**src/rtl/prog_loader_if.sv**
```systemverilog
// Upstream word stream and instruction-memory write port of the program loader.
// The slave side is the loader, the master side is the word source and memory.
interface prog_loader_if #(
  parameter int D = 10
);
  logic         in_valid;
  logic [8:0]   in_data;
  logic         in_ready;
  logic         imem_we;
  logic [D-1:0] imem_addr;
  logic [8:0]   imem_wdata;

  modport master (
    output in_valid, in_data,
    input  in_ready, imem_we, imem_addr, imem_wdata
  );

  modport slave (
    input  in_valid, in_data,
    output in_ready, imem_we, imem_addr, imem_wdata
  );
endinterface

```
**src/rtl/prog_loader.sv**
```systemverilog
// Boot/run controller: loads machine code into imem with the core held in reset, then runs it under a cycle budget.
// Optional XOR checksum of loaded words is built only when PROG_LOADER_CHECKSUM_EN is defined.
//
// state | meaning
// IDLE  | waiting for start, core held in reset
// LOAD  | accepting words into imem, core held in reset
// PREP  | single reset cycle so the core sees reset at a clock edge
// RUN   | core released, cycles counted
// HALT  | run ended, core frozen, results held
module prog_loader #(
  parameter int D  = 10,
  parameter int CW = 16
) (
  input  logic          clk,
  input  logic          reset,
  input  logic          start,
  input  logic [D-1:0]  len,
  input  logic [CW-1:0] max_cycles,
  prog_loader_if.slave  bus,
  output logic          core_reset,
  input  logic          core_done,
  output logic          busy,
  output logic          finished,
  output logic          timeout,
  output logic [CW-1:0] cycles,
  output logic [8:0]    checksum
);

  typedef enum logic [2:0] {
    S_IDLE,
    S_LOAD,
    S_PREP,
    S_RUN,
    S_HALT
  } state_t;

  localparam logic [D-1:0]  ONE_D  = D'(1);
  localparam logic [CW-1:0] ONE_CW = CW'(1);

  state_t        state;
  state_t        state_d;
  logic [D-1:0]  len_q;
  logic [D-1:0]  word_cnt;
  logic [CW-1:0] max_q;
  logic [CW:0]   cycles_inc;
  logic          accept;
  logic          wr;
  logic          last_word;
  logic          budget_hit;
  logic          run_tick;
  logic          set_fin;
  logic          set_to;

  assign bus.in_ready   = (state == S_LOAD);
  assign wr             = bus.in_valid & (state == S_LOAD);
  assign bus.imem_we    = wr;
  assign bus.imem_addr  = word_cnt;
  assign bus.imem_wdata = bus.in_data;

  assign last_word  = (word_cnt == (len_q - ONE_D));
  // One bit wider so a saturated counter never aliases onto the budget.
  assign cycles_inc = {1'b0, cycles} + {{CW{1'b0}}, 1'b1};
  assign budget_hit = (max_q != '0) && (cycles_inc == {1'b0, max_q});

  always_ff @(posedge clk) begin
    if (reset) begin
      state <= S_IDLE;
    end else begin
      state <= state_d;
    end
  end

  always_comb begin
    state_d    = state;
    accept     = 1'b0;
    run_tick   = 1'b0;
    set_fin    = 1'b0;
    set_to     = 1'b0;
    core_reset = 1'b1;
    busy       = 1'b0;
    case (state)
      S_IDLE, S_HALT: begin
        if (start) begin
          accept  = 1'b1;
          state_d = (len != '0) ? S_LOAD : S_PREP;
        end
      end
      S_LOAD: begin
        busy = 1'b1;
        if (bus.in_valid && last_word) begin
          state_d = S_PREP;
        end
      end
      S_PREP: begin
        busy    = 1'b1;
        state_d = S_RUN;
      end
      S_RUN: begin
        busy       = 1'b1;
        core_reset = 1'b0;
        run_tick   = 1'b1;
        // done wins over an expiring budget in the same cycle
        if (core_done) begin
          set_fin = 1'b1;
          state_d = S_HALT;
        end else if (budget_hit) begin
          set_to  = 1'b1;
          state_d = S_HALT;
        end
      end
      default: state_d = S_IDLE;
    endcase
  end

  always_ff @(posedge clk) begin
    if (reset) begin
      len_q    <= '0;
      max_q    <= '0;
      word_cnt <= '0;
      cycles   <= '0;
      finished <= 1'b0;
      timeout  <= 1'b0;
    end else begin
      if (accept) begin
        len_q    <= len;
        max_q    <= max_cycles;
        word_cnt <= '0;
        cycles   <= '0;
        finished <= 1'b0;
        timeout  <= 1'b0;
      end
      if (wr) begin
        word_cnt <= word_cnt + ONE_D;
      end
      if (run_tick && (cycles != '1)) begin
        cycles <= cycles + ONE_CW;
      end
      if (set_fin) begin
        finished <= 1'b1;
      end
      if (set_to) begin
        timeout <= 1'b1;
      end
    end
  end

`ifdef PROG_LOADER_CHECKSUM_EN
  logic [8:0] csum_q;

  always_ff @(posedge clk) begin
    if (reset) begin
      csum_q <= '0;
    end else if (accept) begin
      csum_q <= '0;
    end else if (wr) begin
      csum_q <= csum_q ^ bus.in_data;
    end
  end

  assign checksum = csum_q;
`else
  assign checksum = '0;
`endif

endmodule

```
**src/flat_wrapper.sv**
```systemverilog
// flat-port wrapper written by rule: the top's interface ports become plain ports
module prog_loader_flat 
#(
  parameter int D  = 10,
  parameter int CW = 16
)
  (clk, reset, start, len, max_cycles, core_reset, core_done, busy, finished, timeout, cycles, checksum, bus_in_valid, bus_in_data, bus_in_ready, bus_imem_we, bus_imem_addr, bus_imem_wdata);
  prog_loader_if #(.D(D)) bus_i ();
  input  logic clk;
  input  logic reset;
  input  logic start;
  input  logic [D-1:0] len;
  input  logic [CW-1:0] max_cycles;
  output logic core_reset;
  input  logic core_done;
  output logic busy;
  output logic finished;
  output logic timeout;
  output logic [CW-1:0] cycles;
  output logic [8:0] checksum;
  input wire logic [$bits(bus_i.in_valid)-1:0] bus_in_valid;
  input wire logic [$bits(bus_i.in_data)-1:0] bus_in_data;
  output wire logic [$bits(bus_i.in_ready)-1:0] bus_in_ready;
  output wire logic [$bits(bus_i.imem_we)-1:0] bus_imem_we;
  output wire logic [$bits(bus_i.imem_addr)-1:0] bus_imem_addr;
  output wire logic [$bits(bus_i.imem_wdata)-1:0] bus_imem_wdata;
  assign bus_i.in_valid = bus_in_valid;
  assign bus_i.in_data = bus_in_data;
  assign bus_in_ready = bus_i.in_ready;
  assign bus_imem_we = bus_i.imem_we;
  assign bus_imem_addr = bus_i.imem_addr;
  assign bus_imem_wdata = bus_i.imem_wdata;
  prog_loader #(.D(D), .CW(CW)) u_core (.clk(clk), .reset(reset), .start(start), .len(len), .max_cycles(max_cycles), .bus(bus_i), .core_reset(core_reset), .core_done(core_done), .busy(busy), .finished(finished), .timeout(timeout), .cycles(cycles), .checksum(checksum));
endmodule
```
**config.mk**
```make
export PLATFORM = sky130hd
export DESIGN_NAME = prog_loader_flat
export DESIGN_NICKNAME = d
export VERILOG_FILES = /design/src/rtl/prog_loader_if.sv /design/src/rtl/prog_loader.sv /design/src/flat_wrapper.sv
export SDC_FILE = /design/constraint.sdc
export NUM_CORES = 1
export LEC_CHECK = 0
export ABC_CLOCK_PERIOD_IN_PS = 2400
export CORE_MARGIN = 2
export CORE_UTILIZATION = 50
export DETAILED_ROUTE_END_ITERATION = 12
export DONT_BUFFER_PORTS = 1
export PLACE_DENSITY = 0.79
export SLEW_MARGIN = 20
export SYNTH_ARGS = -nofsm -noshare
export SYNTH_HDL_FRONTEND = slang
export SYNTH_SLANG_ARGS = --single-unit
```
**constraint.sdc**
```tcl
create_clock -name clk -period 2.4 [get_ports clk]
set_clock_uncertainty 0.2 [all_clocks]
set_input_delay 0.24 -clock clk [delete_from_list [all_inputs] [get_ports clk]]
set_output_delay 0.24 -clock clk [all_outputs]
set_load 0.05 [all_outputs]
```
==> results.yml <==
worst_setup_path:
  critPathLaunchType: "flop"
  worstPathArrival_ns: 2.49
  crit_path_max_fanout: 5
  required_ns: 2.48
  worstSetupEndpointType: "flop"
  worst_r2r_path_depth: 8
  regToRegStartpoint: "u_core.cycles[1]"
  rrSetupSlack_ns: -0.01
  critPathKind: "reg2reg"
  worst_r2r_endpoint: "u_core.state[2]"
synth:
  synth_seq_cells: 57
  postSynthAreaPerCell_um2: 7.49
  synth_largest_area_cell: "sky130_fd_sc_hd__dfxtp_1"
  yosys-top-cells-count: "76 x sky130_fd_sc_hd__nand2_1, 57 x sky130_fd_sc_hd__dfxtp_1, 55 x sky130_fd_sc_hd__a21oi_1"
  post_synth_num_cell_types: 56
  synth-seq-area-share: 0.328
  synthesis.yosys.warnings: 0
  async_reset_ff_frac: 0
  cell_count_after_synthesis: 464
  ys.flop_type: "sky130_fd_sc_hd__dfxtp_1"
  synth_top_area_frac: 0.328
  post-synth-top-count-cell: "sky130_fd_sc_hd__nand2_1"
  ys_top_cells_by_area: "sky130_fd_sc_hd__dfxtp_1 33%, sky130_fd_sc_hd__nand2_1 8.2%, sky130_fd_sc_hd__a21oi_1 7.9%"
  synthesis.area_um2: 3470
  synth-edff-count: 0
cells_and_area:
  n_antenna_cell: 0
  finalNetCount: 586
  final_layout_size_suffix_gt1_frac: 0.249
  area_delta_synth_final_pct: 31.5
  layoutNonFillerInstCount: 627
clocking:
  tritoncts_clock_tree: "built"
  root_buffer: "sky130_fd_sc_hd__clkbuf_8"
  clk_latency_ns: 0.34
  cts_buffer_depth: 2
  cts.clk_slew.worst_paths_ns: 0.07
  cts_buffers: 9
  clock_sinks: 57
  cts_htree_levels: 3
power:
  p_leak_nw: 1.77
  irDropWorstVdd_mv: 0.364
  p_per_area_nw_per_um2: 529
  totalPowerFinal_mw: 2.42
detailed_routing:
  dr.pass1.iters: 5
  antenna_violating_nets_post_route: 0
  vias_per_cell: 5.97
  drcViolationCount: 0
  totalWireLength_mm: 10.8
  routed_wire_length_per_instance_um: 17.2
  route.vias.total: 3746
  drt-initial-drc-count: 418
floorplan:
  num_io_pins: 90
  floorplan.die_area_um2: 7630
  floorplan.rows: 30
  floorplan.initialDensity: 0.514
  floorplan.core_area_um2: 6760
  chipHeight_um: 87.4
  die_width_um: 87.4
run_status:
  failed_checks: "setup timing"
  run_status: "complete, but fails checks"
hold_path:
  hold-path-cell-count: 2
  worstHoldPathType: "in2reg"
  worst_hold_startpoint: "reset"
  hold_end: "u_core.state[2]"
sta:
  setup-tns-final_ns: -0.0148
  timing_hold_violations_final: 0
  worstMarginPinSlew_ns: 0.552
  finalWorstPathRequiredPeriod_ns: 2.41
  post-route-worst-setup-slack_ns: -0.0148
  relSlewSlack: 0.632
  finalMaxSlewViolations: 0
  fmaxAchievable_ghz: 0.414
  fin_worst_hold_slack_ns: 0.0124
  total_setup_violations_reported_at_the_end_of_the_flow: 1
  post-route-period-util: 1.01
  grt_setup_unrepaired: "yes"
global_routing:
  grt_pass1_wl_mm: 16.6
  grt_pass1_vias: 3465
  gr_overflow_total: 0
  number_of_antenna_violations_at_the_first_check_in_global_routing: 0
  grt_start_max_net_pins: 59
  grt.total_usage: 0.280
run:
  max_cap_viol_count: 0
placed_design:
  routabilityCongestion: 0.889
  place.port_buffers: 0
  post-dp-hpwl_mm: 7.24
  placed_cells: 571
-- layout by cell type (no fill, tap or decap), types with 12 or more instances in the layout --
cell,count
sky130_fd_sc_hd__nor2_1,36
sky130_fd_sc_hd__o21ai_0,15
sky130_fd_sc_hd__a21oi_1,54
sky130_fd_sc_hd__nand2_1,74
sky130_fd_sc_hd__nand3_1,22
sky130_fd_sc_hd__dfxtp_1,42
sky130_fd_sc_hd__clkbuf_8,12
sky130_fd_sc_hd__dlygate4sd3_1,28
sky130_fd_sc_hd__buf_4,77
sky130_fd_sc_hd__xnor2_1,22
-- layout make-up --
| type | instances | area [um^2] |
|---|---|---|
| fill | 534 | 2190 |
| tap | 80 | 100 |
| clock buffer | 13 | 169 |
| timing repair buffer | 106 | 886 |
| sequential | 57 | 1180 |
| multi-input combinational | 365 | 2210 |
| clock inverter | 2 | 11.3 |
| inverter | 4 | 15.0 |
-- stage by stage --
step | cell area, um^2 | setup slack (ns) | util
6_report | 4570 | -0.0148 | 0.676
5_1_grt | 4570 | -0.139 | 0.676
4_1_cts | 4390 | 0.00173 | 0.649
3_5_place_dp | 3900 | 0.00916 | 0.577
3_3_place_gp | 3900 | 0.0177 | 0.577
2_1_floorplan | 3600 | -0.0310 | -
-- cells by family (layout without fill, tap and decap cells) --
group                    after synthesis  in the layout  share of synthesized area
AO/OA/AOI/OAI                        101            101                      0.174
adder cells (fa/ha/maj)                3              3                     0.0108
flip-flops                            57             57                      0.328
other                                  1              9                    0.00108
AND/OR/NAND/NOR                      217            217                      0.317
XOR/XNOR                              33             33                     0.0832
multiplexers                           2              2                    0.00576
buffers and inverters                 50            125                     0.0807
-- routing by layer --
metal,vias to the layer above,part of all wire,GRT usage
li1,1768,-,-
met1,1753,0.41,0.362
met2,198,0.48,0.457
met3,27,0.089,0.0654
met4,0,0.019,0.0965
met5,-,0,0
-- critical path, cell delays in order (launching register included) --
cell and delay (ns):
sky130_fd_sc_hd__dfxtp_4 0.38, sky130_fd_sc_hd__ha_4 0.16, sky130_fd_sc_hd__nand4_4 0.12, sky130_fd_sc_hd__nor4_4 0.34, sky130_fd_sc_hd__mux2i_1 0.13, sky130_fd_sc_hd__a2111oi_2 0.36, sky130_fd_sc_hd__nand4_1 0.16, sky130_fd_sc_hd__or3_1 0.38
sky130_fd_sc_hd__a21oi_2 0.11
-- what timing repair did --
item	CTS	global route
hold endpoints to repair	57	0
setup buffers	0	12
endpoints found under the setup margin	0	5
gates resized for setup	0	18
hold buffers	29	0
-- worst max-delay path by stage --
stage / startpoint / to / slack (ns) / cells after the start
after detailed placement: u_core.cycles[1] / u_core.timeout / 0.009 / 9
after floorplan: u_core.cycles[1] / u_core.state[2] / -0.03 / 9
after CTS: u_core.cycles[1] / u_core.timeout / 0.002 / 9
final: u_core.cycles[1] / u_core.state[2] / -0.01 / 8
after global routing: u_core.cycles[1] / u_core.timeout / -0.14 / 9
after global placement: u_core.cycles[1] / u_core.timeout / 0.02 / 9
-- power breakdown --
group	switching (mW)	internal [mW]
logic	0.319	0.220
registers	0.0513	0.977
clock network	0.398	0.453
total	0.768	1.65
-- registers in the layout (all words and copies together) (netlist names) --
register	count
u_core.timeout	1
u_core.len_q	10
u_core.finished	1
u_core.cycles	16
u_core.max_q	16
u_core.state	3
u_core.bus.imem_addr	10
Note: power is estimated with default switching activity, not from simulation.
